### src/rtl/axi_sync_framer_pkg.sv
// Shared types and widths for the sync-word framer.
// Imported by the framer top and the bench.
package rwt_framer_pkg;

  typedef enum logic [1:0] {
    IDLE   = 2'd0,
    SEARCH = 2'd1,
    VERIFY = 2'd2,
    LOCKED = 2'd3
  } framer_state_t;

  localparam int MISS_W = 16;
  localparam int FLEN_W = 16;

  // a frame needs at least the sync beat plus one payload beat
  function automatic logic [FLEN_W-1:0] clamp_flen(
    input logic [FLEN_W-1:0] len
  );
    return (len < FLEN_W'(2)) ? FLEN_W'(2) : len;
  endfunction

endpackage

### src/rtl/axi_sync_framer_if.sv
// Valid/ready stream bundle: data plus {last, user}.
// Master drives the beat, slave drives ready.
interface axi_sync_framer_if #(
  parameter int DWIDTH = 64,
  parameter int UWIDTH = 8
);
  logic              valid;
  logic              ready;
  logic [DWIDTH-1:0] data;
  logic [UWIDTH:0]   user;

  modport master (output valid, data, user, input ready);
  modport slave  (input valid, data, user, output ready);
endinterface

### src/rtl/axi_sync_framer_oreg.sv
// One-entry output register of the framer.
// Holds a beat until the sink takes it; reset discards it.
module axi_framer_oreg #(
  parameter int DWIDTH = 64,
  parameter int UWIDTH = 8
) (
  input  logic              clk,
  input  logic              rst_n,
  input  logic              load_i,
  input  logic [DWIDTH-1:0] data_i,
  input  logic [UWIDTH:0]   user_i,
  output logic              free_o,
  axi_sync_framer_if.master m
);

  logic              valid_q;
  logic              valid_d;
  logic [DWIDTH-1:0] data_q;
  logic [UWIDTH:0]   user_q;

  assign free_o = !valid_q || m.ready;

  // slot fills on load, empties when the sink takes it
  always_comb begin
    valid_d = valid_q;
    if (load_i)
      valid_d = 1'b1;
    else if (m.ready)
      valid_d = 1'b0;
  end

  // valid flag, cleared by reset
  always_ff @(posedge clk or negedge rst_n) begin
    if (!rst_n)
      valid_q <= 1'b0;
    else
      valid_q <= valid_d;
  end

  // payload needs no reset; only written when free
  always_ff @(posedge clk) begin
    if (load_i) begin
      data_q <= data_i;
      user_q <= user_i;
    end
  end

  assign m.valid = valid_q;
  assign m.data  = data_q;
  assign m.user  = user_q;

endmodule

### src/rtl/axi_sync_framer.sv
// Sync-word framer: searches, verifies and tracks frame
// alignment, forwarding payload beats with a regenerated last.
module axi_sync_framer
  import rwt_framer_pkg::*;
#(
  parameter int DWIDTH     = 64,
  parameter int UWIDTH     = 8,
  parameter int LOCK_CNT   = 3,
  parameter int UNLOCK_CNT = 2
) (
  input  logic              clk,
  input  logic              aresetn,
  input  logic              cfg_enable,
  input  logic [FLEN_W-1:0] cfg_frame_len,
  input  logic              s_axi_valid,
  output logic              s_axi_ready,
  input  logic [DWIDTH-1:0] s_axi_data,
  input  logic [UWIDTH:0]   s_axi_user,
  input  logic              s_axi_equal,
  output logic              m_axi_valid,
  input  logic              m_axi_ready,
  output logic [DWIDTH-1:0] m_axi_data,
  output logic [UWIDTH:0]   m_axi_user,
  output logic              locked,
  output logic [1:0]        state,
  output logic [MISS_W-1:0] miss_cnt
);

  framer_state_t     state_q, state_d;
  logic [FLEN_W-1:0] pos_q, pos_d;
  logic [FLEN_W-1:0] flen_q, flen_d;
  logic [3:0]        hits_q, hits_d;
  logic [3:0]        misses_q, misses_d;
  logic [MISS_W-1:0] miss_cnt_q, miss_cnt_d;

  logic              acc;
  logic              free;
  logic              at_sync;
  logic              at_end;
  logic              hit_done;
  logic              miss_done;
  logic [FLEN_W-1:0] pos_nxt;
  logic              fwd;
  logic [UWIDTH:0]   fwd_user;
  logic              unused_last;

  axi_sync_framer_if #(
    .DWIDTH(DWIDTH),
    .UWIDTH(UWIDTH)
  ) out_if ();

  assign unused_last = s_axi_user[UWIDTH];
  assign s_axi_ready = free;
  assign acc         = s_axi_valid && free;
  assign at_sync     = (pos_q == '0);
  assign at_end      = (pos_q == flen_q - FLEN_W'(1));
  assign pos_nxt     = at_end ? '0 : pos_q + FLEN_W'(1);
  assign hit_done    = (hits_q + 4'd1) == 4'(LOCK_CNT);
  assign miss_done   = (misses_q + 4'd1) == 4'(UNLOCK_CNT);

  // state and counters
  always_ff @(posedge clk or negedge aresetn) begin
    if (!aresetn) begin
      state_q    <= IDLE;
      pos_q      <= '0;
      flen_q     <= FLEN_W'(2);
      hits_q     <= '0;
      misses_q   <= '0;
      miss_cnt_q <= '0;
    end else begin
      state_q    <= state_d;
      pos_q      <= pos_d;
      flen_q     <= flen_d;
      hits_q     <= hits_d;
      misses_q   <= misses_d;
      miss_cnt_q <= miss_cnt_d;
    end
  end

  // alignment decisions, taken on accepted beats only
  always_comb begin
    state_d    = state_q;
    pos_d      = pos_q;
    flen_d     = flen_q;
    hits_d     = hits_q;
    misses_d   = misses_q;
    miss_cnt_d = miss_cnt_q;
    unique case (state_q)
      IDLE: begin
        if (cfg_enable) begin
          state_d  = SEARCH;
          flen_d   = clamp_flen(cfg_frame_len);
          pos_d    = '0;
          hits_d   = '0;
          misses_d = '0;
        end
      end
      SEARCH: begin
        if (!cfg_enable) begin
          state_d = IDLE;
        end else if (acc && s_axi_equal) begin
          pos_d    = FLEN_W'(1);
          hits_d   = 4'd1;
          misses_d = '0;
          state_d  = (LOCK_CNT == 1) ? LOCKED : VERIFY;
        end
      end
      VERIFY: begin
        if (!cfg_enable) begin
          state_d = IDLE;
        end else if (acc) begin
          pos_d = pos_nxt;
          if (at_sync && s_axi_equal) begin
            hits_d = hits_q + 4'd1;
            if (hit_done) begin
              state_d  = LOCKED;
              misses_d = '0;
            end
          end else if (at_sync) begin
            state_d = SEARCH;
            pos_d   = '0;
            hits_d  = '0;
          end
        end
      end
      LOCKED: begin
        if (acc) begin
          pos_d = pos_nxt;
          if (at_sync) begin
            if (!cfg_enable) begin
              state_d = IDLE;
              pos_d   = '0;
            end else if (s_axi_equal) begin
              misses_d = '0;
            end else begin
              misses_d = misses_q + 4'd1;
              if (miss_cnt_q != '1)
                miss_cnt_d = miss_cnt_q + MISS_W'(1);
              if (miss_done) begin
                state_d = SEARCH;
                pos_d   = '0;
              end
            end
          end
        end
      end
      default: state_d = IDLE;
    endcase
  end

  // status and forwarding of payload beats
  always_comb begin
    locked   = (state_q == LOCKED);
    fwd      = acc && locked && !at_sync;
    fwd_user = {at_end, s_axi_user[UWIDTH-1:0]};
  end

  axi_framer_oreg #(
    .DWIDTH(DWIDTH),
    .UWIDTH(UWIDTH)
  ) u_oreg (
    .clk    (clk),
    .rst_n  (aresetn),
    .load_i (fwd),
    .data_i (s_axi_data),
    .user_i (fwd_user),
    .free_o (free),
    .m      (out_if.master)
  );

  assign m_axi_valid  = out_if.valid;
  assign m_axi_data   = out_if.data;
  assign m_axi_user   = out_if.user;
  assign out_if.ready = m_axi_ready;
  assign state        = state_q;
  assign miss_cnt     = miss_cnt_q;

endmodule

### config.mk
export PLATFORM = sky130hd
export DESIGN_NAME = axi_sync_framer
export DESIGN_NICKNAME = d
export VERILOG_FILES = /design/src/rtl/axi_sync_framer_pkg.sv /design/src/rtl/axi_sync_framer_if.sv /design/src/rtl/axi_sync_framer_oreg.sv /design/src/rtl/axi_sync_framer.sv
export SDC_FILE = /design/constraint.sdc
export NUM_CORES = 1
export LEC_CHECK = 0
export BUFFER_PORTS_ARGS = -buffer_cell sky130_fd_sc_hd__buf_4
export CORE_ASPECT_RATIO = 1.2
export CORE_UTILIZATION = 46
export DETAILED_ROUTE_END_ITERATION = 6
export GPL_ROUTABILITY_DRIVEN = 0
export PLACE_DENSITY_LB_ADDON = 0.12
export REMOVE_ABC_BUFFERS = 1
export SLEW_MARGIN = 10
export SYNTH_ARGS = -nofsm -noshare
export SYNTH_HDL_FRONTEND = slang
export SYNTH_SLANG_ARGS = --single-unit
### constraint.sdc
create_clock -name clk -period 3.1 [get_ports clk]
set_clock_uncertainty 0.15 [all_clocks]
set_input_delay 0.155 -clock clk [delete_from_list [all_inputs] [get_ports clk]]
set_output_delay 0.155 -clock clk [all_outputs]
set_load 0.01 [all_outputs]
==> results.md, run 1 <==
* Outcome: finished, violations left
* Failing checks: negative setup slack
* DR WL/cell at 16.3 um
* Final period util at 101%
* Largest voltage drop on the vdd net at 0.000413 V
* CP max stage cell: or4b_4
* Finished Layout Cells at 967
* Setup slack after layout at -0.0378 ns
* Clock H-tree levels at 4
* CTS tree: built
* Max Cap Viol at 0
* Async SR Flop Fraction at 44.7%
* Fin. Hold Viols at 0
* Worst path top cell family by delay: simple AND/OR/NAND/NOR gates
* Critical R2R Capture: pos_q[10]
* Hold Path End: u_oreg.m.valid
* Post-route DRC at 0
* Crit path kind: flip-flop to flip-flop
* Final net count at 898
* Initial antenna violation count at 0
* Pwr dens at 691 nW/um^2
* Setup TNS at -0.376 ns
* Min cycle time layout at 3.14 ns
* Share of cells above drive strength 1 at 34.5%
* Most common cell after layout, fill and taps aside: buf_4
* Hold slack final at 0.0824 ns
* Worst-path cell chain: or4_4 > or3_4 > buf_6 > nor2_4 > xnor2_1 > o31ai_2 > or4b_4 > o21ai_4 > buf_12 > nor2_1
* Clk slew on worst S/H paths at 0.06 ns
* DR iter-0 viols at 253
* Critical Path Source Type: flip-flop
* Worst-Margin Slew at 0.751 ns
* Final Max Slew Viols at 0
* Via count at 4919
* Top FF cell, synth: edfxtp_1
* Max Clk Rate at 0.319 GHz
* Total grt overflow at 0
* Detailed placement HPWL at 10200 um
* Clock buffer depth at 2
* Antenna diodes at 0
* Vias in the first global route at 4871
* Core footprint at 12600 um^2
* Input/output buffers at 187
* Clock Latency Late Sink at 0.41 ns
* R2r worst-path depth at 10
* Die area at 13300 um^2
* DRT Wirelength at 15800 um
* 1st-pass router iterations at 4
* Place WS at -0.124 ns
* Crit path largest cell delay at 0.56 ns
* Post-DR vias/cell at 5.09
* I/O Pins at 189
* Yosys cell types at 57
* Mapped Area at 5920 um^2
* Die Wd at 106 um
* Largest net degree at the start of global routing at 74
* Die Ht at 126 um
* Worst Hold Class: input port to flip-flop
* Cells after synthesis at 485
* Finish-stage setup viols at 12
* Global-route wire length before repair at 24900 um
* Commonest non-fill, non-tap cells in the layout: buf_4, dlygate4sd3_1, edfxtp_1
* #FFs+latches synth at 132
* Initial Utilization at 46.9%
* Dpl cells at 841
* GRT Overall Usage at 24.4%
* Clock root buffer: clkbuf_16
* Reg-to-reg slack, setup at -0.04 ns
* Worst Hold Depth at 4
* YS warnings at 0
* Total CTS buffers at 17
* Util after Layout at 73.4%
* Setup crit end kind: flip-flop
* Max transition margin at 50.0%
* EDFF count, synth at 73
* Hold path start: s_axi_valid
* Area Overhead vs Synth at 56.3%
* Clock sink count at 132
* Avg Inst Size Synth at 12.2 um^2
* WP data arrival at 3.28 ns
* Row count at 45
* Unrepaired setup endpoints after global routing: yes
* Crit path max fanout at 12
* WP buf/inv at 2
* Worst r2r src: flen_q[7]
* Static leakage at 3.98 nW
* Worst path required time at 3.24 ns
* Routed Antenna Nets at 0
* Sequential share of the synthesized area at 62.0%
## synth_stat cells (all sizes together), types with 2 or more instances
library cell,count,share of area [%]
a21oi,9,0.76
mux2,16,3.0
or2,2,0.21
buf,5,0.53
ha,13,2.7
nand2b,3,0.32
edfxtp,73,37
and2,2,0.21
xor2,24,3.6
nor3b,2,0.25
and4,2,0.30
or3,2,0.30
nor2,48,3.2
dfrtp,58,25
or4,4,0.63
inv,26,1.6
a221o,2,0.34
nor3,20,1.9
nand4b,2,0.30
nor2b,2,0.21
o21ai,20,1.9
nand3,13,1.1
a31oi,3,0.32
nor4,14,1.8
nand4,13,1.4
a21o,2,0.25
and3,2,0.21
clkbuf,13,0.82
o211ai,4,0.51
xnor2,27,4.0
a41oi,2,0.30
nand2,37,2.3
nor4b,2,0.30
o31ai,4,0.51
## kinds of logic (layout without fill, tap and decap cells)
kind of cell | count (synthesis) | after routing | synth area share (%)
buffers and inverters | 44 | 362 | 3.00
DFF | 132 | 132 | 62.0
xor gates and xnor gates | 51 | 51 | 7.54
muxes | 17 | 17 | 3.21
AOI/OAI and AO/OA | 56 | 56 | 6.28
adders and majority gates | 13 | 13 | 2.75
and+or+nand+nor | 172 | 172 | 15.2
## metrics by stage
step	total power, W	area [um^2]
floorplan	0.00337	5840
global placement	0.00399	7630
detailed placement	0.00405	7630
CTS	0.00640	9210
global route	0.00672	9250
finish	0.00640	9250
## flip-flops by register name, summed over array words and instances, names as in the netlist
register	count
misses_q	4
flen_q	16
u_oreg.m.user	9
state	2
u_oreg.m.data	64
hits_q	4
u_oreg.m.valid	1
miss_cnt	16
pos_q	16
## power breakdown
group          leakage (nW)  switching (W)  internal, W
Sequential             1.42       0.000186      0.00208
Clock                 0.314       0.000813      0.00137
Combinational          2.25        0.00101     0.000933
Total                  3.98        0.00201      0.00438
## metal layers
layer  routed length [um]  track usage (%)  vias to the layer above
met1                 6320             28.2                     2374
met3                  782             4.87                       22
li1                     -                -                     2345
met5                    0                0                        -
met2                 8390             44.7                      178
met4                  308             8.50                        0
## final cells by class
class / instances / area, um^2
Clock buffer: 17 / 425
Clock inverter: 15 / 219
Fill cell: 858 / 3360
Inverter: 26 / 97.6
Multi-Input combinational cell: 309 / 2100
Sequential cell: 132 / 3670
Tap cell: 164 / 205
Timing Repair Buffer: 304 / 2540
## worst min-delay path: stages
cell	delay, ns
buf_4	0.09
and2_1	0.16
nand3_1	0.12
nand2_1	0.08
## how the worst max path moves through the flow
stage | cells past startpoint | startpoint | to
6_report | 10 | flen_q[7] | pos_q[10]
5_1_grt | 10 | flen_q[7] | pos_q[9]
4_1_cts | 9 | flen_q[7] | pos_q[10]
3_5_place_dp | 8 | flen_q[7] | pos_q[8]
3_3_place_gp | 8 | flen_q[7] | pos_q[15]
2_1_floorplan | 8 | flen_q[2] | pos_q[10]
## what timing repair did
| item | CTS | global route |
|---|---|---|
| hold endpoints to repair | 149 | 0 |
| buffers inserted | 1 | 2 |
| gates resized for setup | 1 | 4 |
| hold buffers | 91 | 0 |
| setup endpoints to repair | 16 | 22 |
| pin swaps | 1 | 3 |
| cloned | 0 | 0 |
(Power assumes the default switching activity.)
==> inputs of run 2 (changes only) <==
--- a/config.mk
+++ b/config.mk
@@ -5,8 +5,10 @@
 export SDC_FILE = /design/constraint.sdc
 export NUM_CORES = 1
 export LEC_CHECK = 0
+export ABC_AREA = 1
 export BUFFER_PORTS_ARGS = -buffer_cell sky130_fd_sc_hd__buf_4
-export CORE_ASPECT_RATIO = 1.2
+export CORE_ASPECT_RATIO = 1.25
+export CORE_MARGIN = 2
 export CORE_UTILIZATION = 46
 export DETAILED_ROUTE_END_ITERATION = 6
 export GPL_ROUTABILITY_DRIVEN = 0
==> run 2 against run 1 <==
The run now ends clean. Utilization fell by 1.6 points. Die area rose by 6.2%. Worst setup slack improved by 0.57 ns. First-iteration DRC count rose by 33%. Power fell by 4.4%. Synthesized cell count rose by 27%. Sequential share of layout area rose by 0.34 points. Combinational power fell by 6%. Cell area fell by 0.84%. Synthesized area rose by 2.7%. Worst hold slack got worse by 0.049 ns. Critical endpoint is now miss_cnt[4]. Largest cell class unchanged. Highest routed layer unchanged.
==> results.md, run 2 <==
* Outcome: finished, final reports clean (was finished, violations left)
* Largest net degree at the start of global routing at 74 (unchanged)
* CTS resizes at 0 (was 1)
* Met2 Usage GRT at 44.3% (was 44.7%)
* Detailed placement HPWL at 10000 um (was 10200 um)
* Finish-stage setup viols at 0 (was 12)
* Async SR Flop Fraction at 44.7% (unchanged)
* Top cells by count, synth: nand2_1, nor2_1, edfxtp_1, dfrtp_1, inv_1 (was edfxtp_1, dfrtp_1, nor2_1, nand2_1, xnor2_1)
* Commonest non-fill, non-tap cells in the layout: buf_4, nand2_1, dlygate4sd3_1 (was buf_4, dlygate4sd3_1, edfxtp_1)
* Worst Hold Class: input port to flip-flop (unchanged)
* #FFs+latches synth at 132 (unchanged)
* Avg Inst Size Synth at 9.87 um^2 (was 12.2 um^2)
* Vias in the first global route at 5538 (was 4871)
* YS warnings at 0 (unchanged)
* Via count at 5299 (was 4919)
* Largest register FFs at 64 (unchanged)
* Total CTS buffers at 17 (unchanged)
* Global-route wire length before repair at 26500 um (was 24900 um)
* Fin. Hold Viols at 0 (unchanged)
* Area leader, netlist: edfxtp_1 (unchanged)
* Top cells by area, synth: edfxtp_1, dfrtp_1, nand2_1, nor2_1, xor2_1 (was edfxtp_1, dfrtp_1, xnor2_1, xor2_1, mux2_2)
* Switching Share at 34.1% (was 31.5%)
* Worst-Margin Slew at 0.785 ns (was 0.751 ns)
* Area Overhead vs Synth at 50.9% (was 56.3%)
* Clock root buffer: clkbuf_16 (unchanged)
* Post-DR vias/cell at 4.86 (was 5.09)
* DRT Wirelength at 16300 um (was 15800 um)
* GRT Overall Usage at 23.7% (was 24.4%)
* Met1 usage at 26.7% (was 28.2%)
* WP data arrival at 2.73 ns (was 3.28 ns)
* R2r worst-path depth at 12 (was 10)
* Finished Layout Cells at 1090 (was 967)
* Post-route DRC at 0 (unchanged)
* EDFF count, synth at 73 (unchanged)
* Final total power at 0.00611 W (was 0.00640 W)
* Clk slew on worst S/H paths at 0.06 ns (about the same)
* Min cycle time layout at 2.56 ns (was 3.14 ns)
* Mapped Area at 6080 um^2 (was 5920 um^2)
* Sequential cell area at 3670 um^2 (unchanged)
* Unrepaired setup endpoints after global routing: no (was yes)
* Critical Path Source Type: flip-flop (unchanged)
* Hold slack final at 0.0330 ns (was 0.0824 ns)
* Crit path max fanout at 16 (was 12)
* Final net count at 1016 (was 898)
* M3 GR Usage at 4.33% (was 4.87%)
* Worst Hold Depth at 4 (unchanged)
* Clock Latency Late Sink at 0.41 ns (about the same)
* Max Clk Rate at 0.390 GHz (was 0.319 GHz)
* Initial antenna violation count at 1 (was 0)
* Most frequent cell after synthesis: nand2_1 (was edfxtp_1)
* Reg-to-reg slack, setup at 0.54 ns (was -0.04 ns)
* Max Cap Viol at 0 (unchanged)
* Setup crit end kind: flip-flop (unchanged)
* Clock share of power at 31.7% (was 34.2%)
* Clock buffer depth at 2 (unchanged)
* Yosys cell types at 28 (was 57)
* Crit path kind: flip-flop to flip-flop (unchanged)
* CP max stage cell: dfrtp_1 (was or4b_4)
* Die area at 14200 um^2 (was 13300 um^2)
* Share of cells above drive strength 1 at 25.5% (was 34.5%)
* Crit path largest cell delay at 0.46 ns (was 0.56 ns)
* Die Ht at 133 um (was 126 um)
* GR peak layer: met2 (unchanged)
* DR iter-0 viols at 336 (was 253)
* Row count at 46 (was 45)
* Static leakage at 4.13 nW (was 3.98 nW)
* Sequential share of the synthesized area at 60.4% (was 62.0%)
* Synth top area share at 36.1% (was 37.0%)
* Routed Antenna Nets at 0 (unchanged)
* Final period util at 82.7% (was 101%)
* Initial Utilization at 47.6% (was 46.9%)
* Input/output buffers at 187 (unchanged)
* Dpl cells at 965 (was 841)
* Sequential share of power at 38.3% (was 35.4%)
* Pwr dens at 666 nW/um^2 (was 691 nW/um^2)
* Die Wd at 107 um (was 106 um)
* Fillers at 955 (was 858)
* Max transition margin at 47.7% (was 50.0%)
* Worst path required time at 3.27 ns (was 3.24 ns)
* Clock H-tree levels at 4 (unchanged)
* Total grt overflow at 0 (unchanged)
* Final Max Slew Viols at 0 (unchanged)
* Sw power at 0.00209 W (was 0.00201 W)
* Cells after synthesis at 616 (was 485)
* Post CTS Setup Buffer Count at 0 (was 1)
* I/O Pins at 189 (unchanged)
* Logic pwr share at 30.1% (was 30.5%)
* Largest voltage drop on the vdd net at 0.000343 V (was 0.000413 V)
* Top FF cell, synth: edfxtp_1 (unchanged)
* Area of the multi-input gates at 2150 um^2 (was 2100 um^2)
* Clock sink count at 132 (unchanged)
* DR WL/cell at 15.0 um (was 16.3 um)
* Hold buffer count at cts at 92 (was 91)
* Worst-path cell chain: ha_1 > inv_1 > nor2_1 > nand3_1 > nor2_1 > nand2_1 > nor3_1 > nor2_1 > nand2_1 > inv_2 > nand2_1 > xor2_1 (was or4_4 > or3_4 > buf_6 > nor2_4 > xnor2_1 > o31ai_2 > or4b_4 > o21ai_4 > buf_12 > nor2_1)
* Most common cell after layout, fill and taps aside: buf_4 (unchanged)
* Core footprint at 12800 um^2 (was 12600 um^2)
* 1st-pass router iterations at 7 (was 4)
* Internal at 0.00402 W (was 0.00438 W)
* Setup TNS at 0 ns (was -0.376 ns)
* CTS tree: built (unchanged)
## run 2: cell count changes after synthesis, sizes merged, moves of 9 or more
cell	before	now
nor3	20	11
nor4	14	5
nand2	37	168
mux2	16	0
clkbuf	13	4
xnor2	27	15
inv	26	56
nand3	13	40
nor2	48	84
## run 2: critical path: cells and delay by family (launching register included)
| kind | cells | cell delay, ns |
|---|---|---|
| buf+inv | 2 | 0.24 |
| fa+ha+maj | 1 | 0.18 |
| simple gates | 8 | 1.31 |
| xor+xnor | 1 | 0.15 |
| flops | 1 | 0.46 |
## run 2: cell type report
class / instances / area share, %
flip-flops and latches: 132 / 40.0
repair buffers: 282 / 25.7
multi-input cells: 418 / 23.4
clock buffers: 20 / 4.76
inverters: 57 / 2.33
well taps: 168 / 2.29
clock inverters: 12 / 1.45
diodes: 1 / 0.0273
## run 2: routing by layer
| layer | routed length (um) | vias to the layer above | share of wire [%] |
|---|---|---|---|
| li1 | - | 2605 | - |
| met4 | 248 | 0 | 1.5 |
| met1 | 6400 | 2509 | 39 |
| met2 | 8950 | 167 | 55 |
| met3 | 735 | 18 | 4.5 |
| met5 | 0 | - | 0 |
## run 2: kinds of logic (layout without fill, tap and decap cells)
group                    Yosys count  count (layout)  share of synthesized area, %
buffers and inverters             66             371                          4.38
XOR/XNOR                          46              46                          6.63
AND/OR/NAND/NOR                  323             323                          22.6
flip-flops                       132             132                          60.4
other                              0               1                             0
AO/OA/AOI/OAI                     36              36                          3.29
adder cells (fa/ha/maj)           13              13                          2.68
## run 2: power groups by stage
stage | combinational [W] | clock (W) | sequential, W
after global placement | 0.00167 | 0 | 0.00235
after floorplan | 0.00110 | 0 | 0.00236
after detailed placement | 0.00171 | 0 | 0.00236
after global routing | 0.00208 | 0.00205 | 0.00237
final | 0.00184 | 0.00194 | 0.00234
after CTS | 0.00183 | 0.00196 | 0.00233
## run 2: final timing paths
kind | to | startpoint
min in group asynchronous | misses_q[1] | aresetn
hold reg to reg | hits_q[3] | hits_q[3]
max in group asynchronous | miss_cnt[4] | aresetn
hold / removal | misses_q[2] | s_axi_equal
setup / recovery | miss_cnt[4] | miss_cnt[0]
setup reg to reg | miss_cnt[4] | miss_cnt[0]
## run 2: through the flow
step | area [um^2] | utilization [%] | setup slack (ns)
3_3_place_gp | 7680 | 60.1 | 0.594
4_1_cts | 9170 | 71.8 | 0.517
6_report | 9180 | 71.8 | 0.536
5_1_grt | 9180 | 71.8 | 0.185
2_1_floorplan | 6030 | - | -1.61
3_5_place_dp | 7680 | 60.1 | 0.520
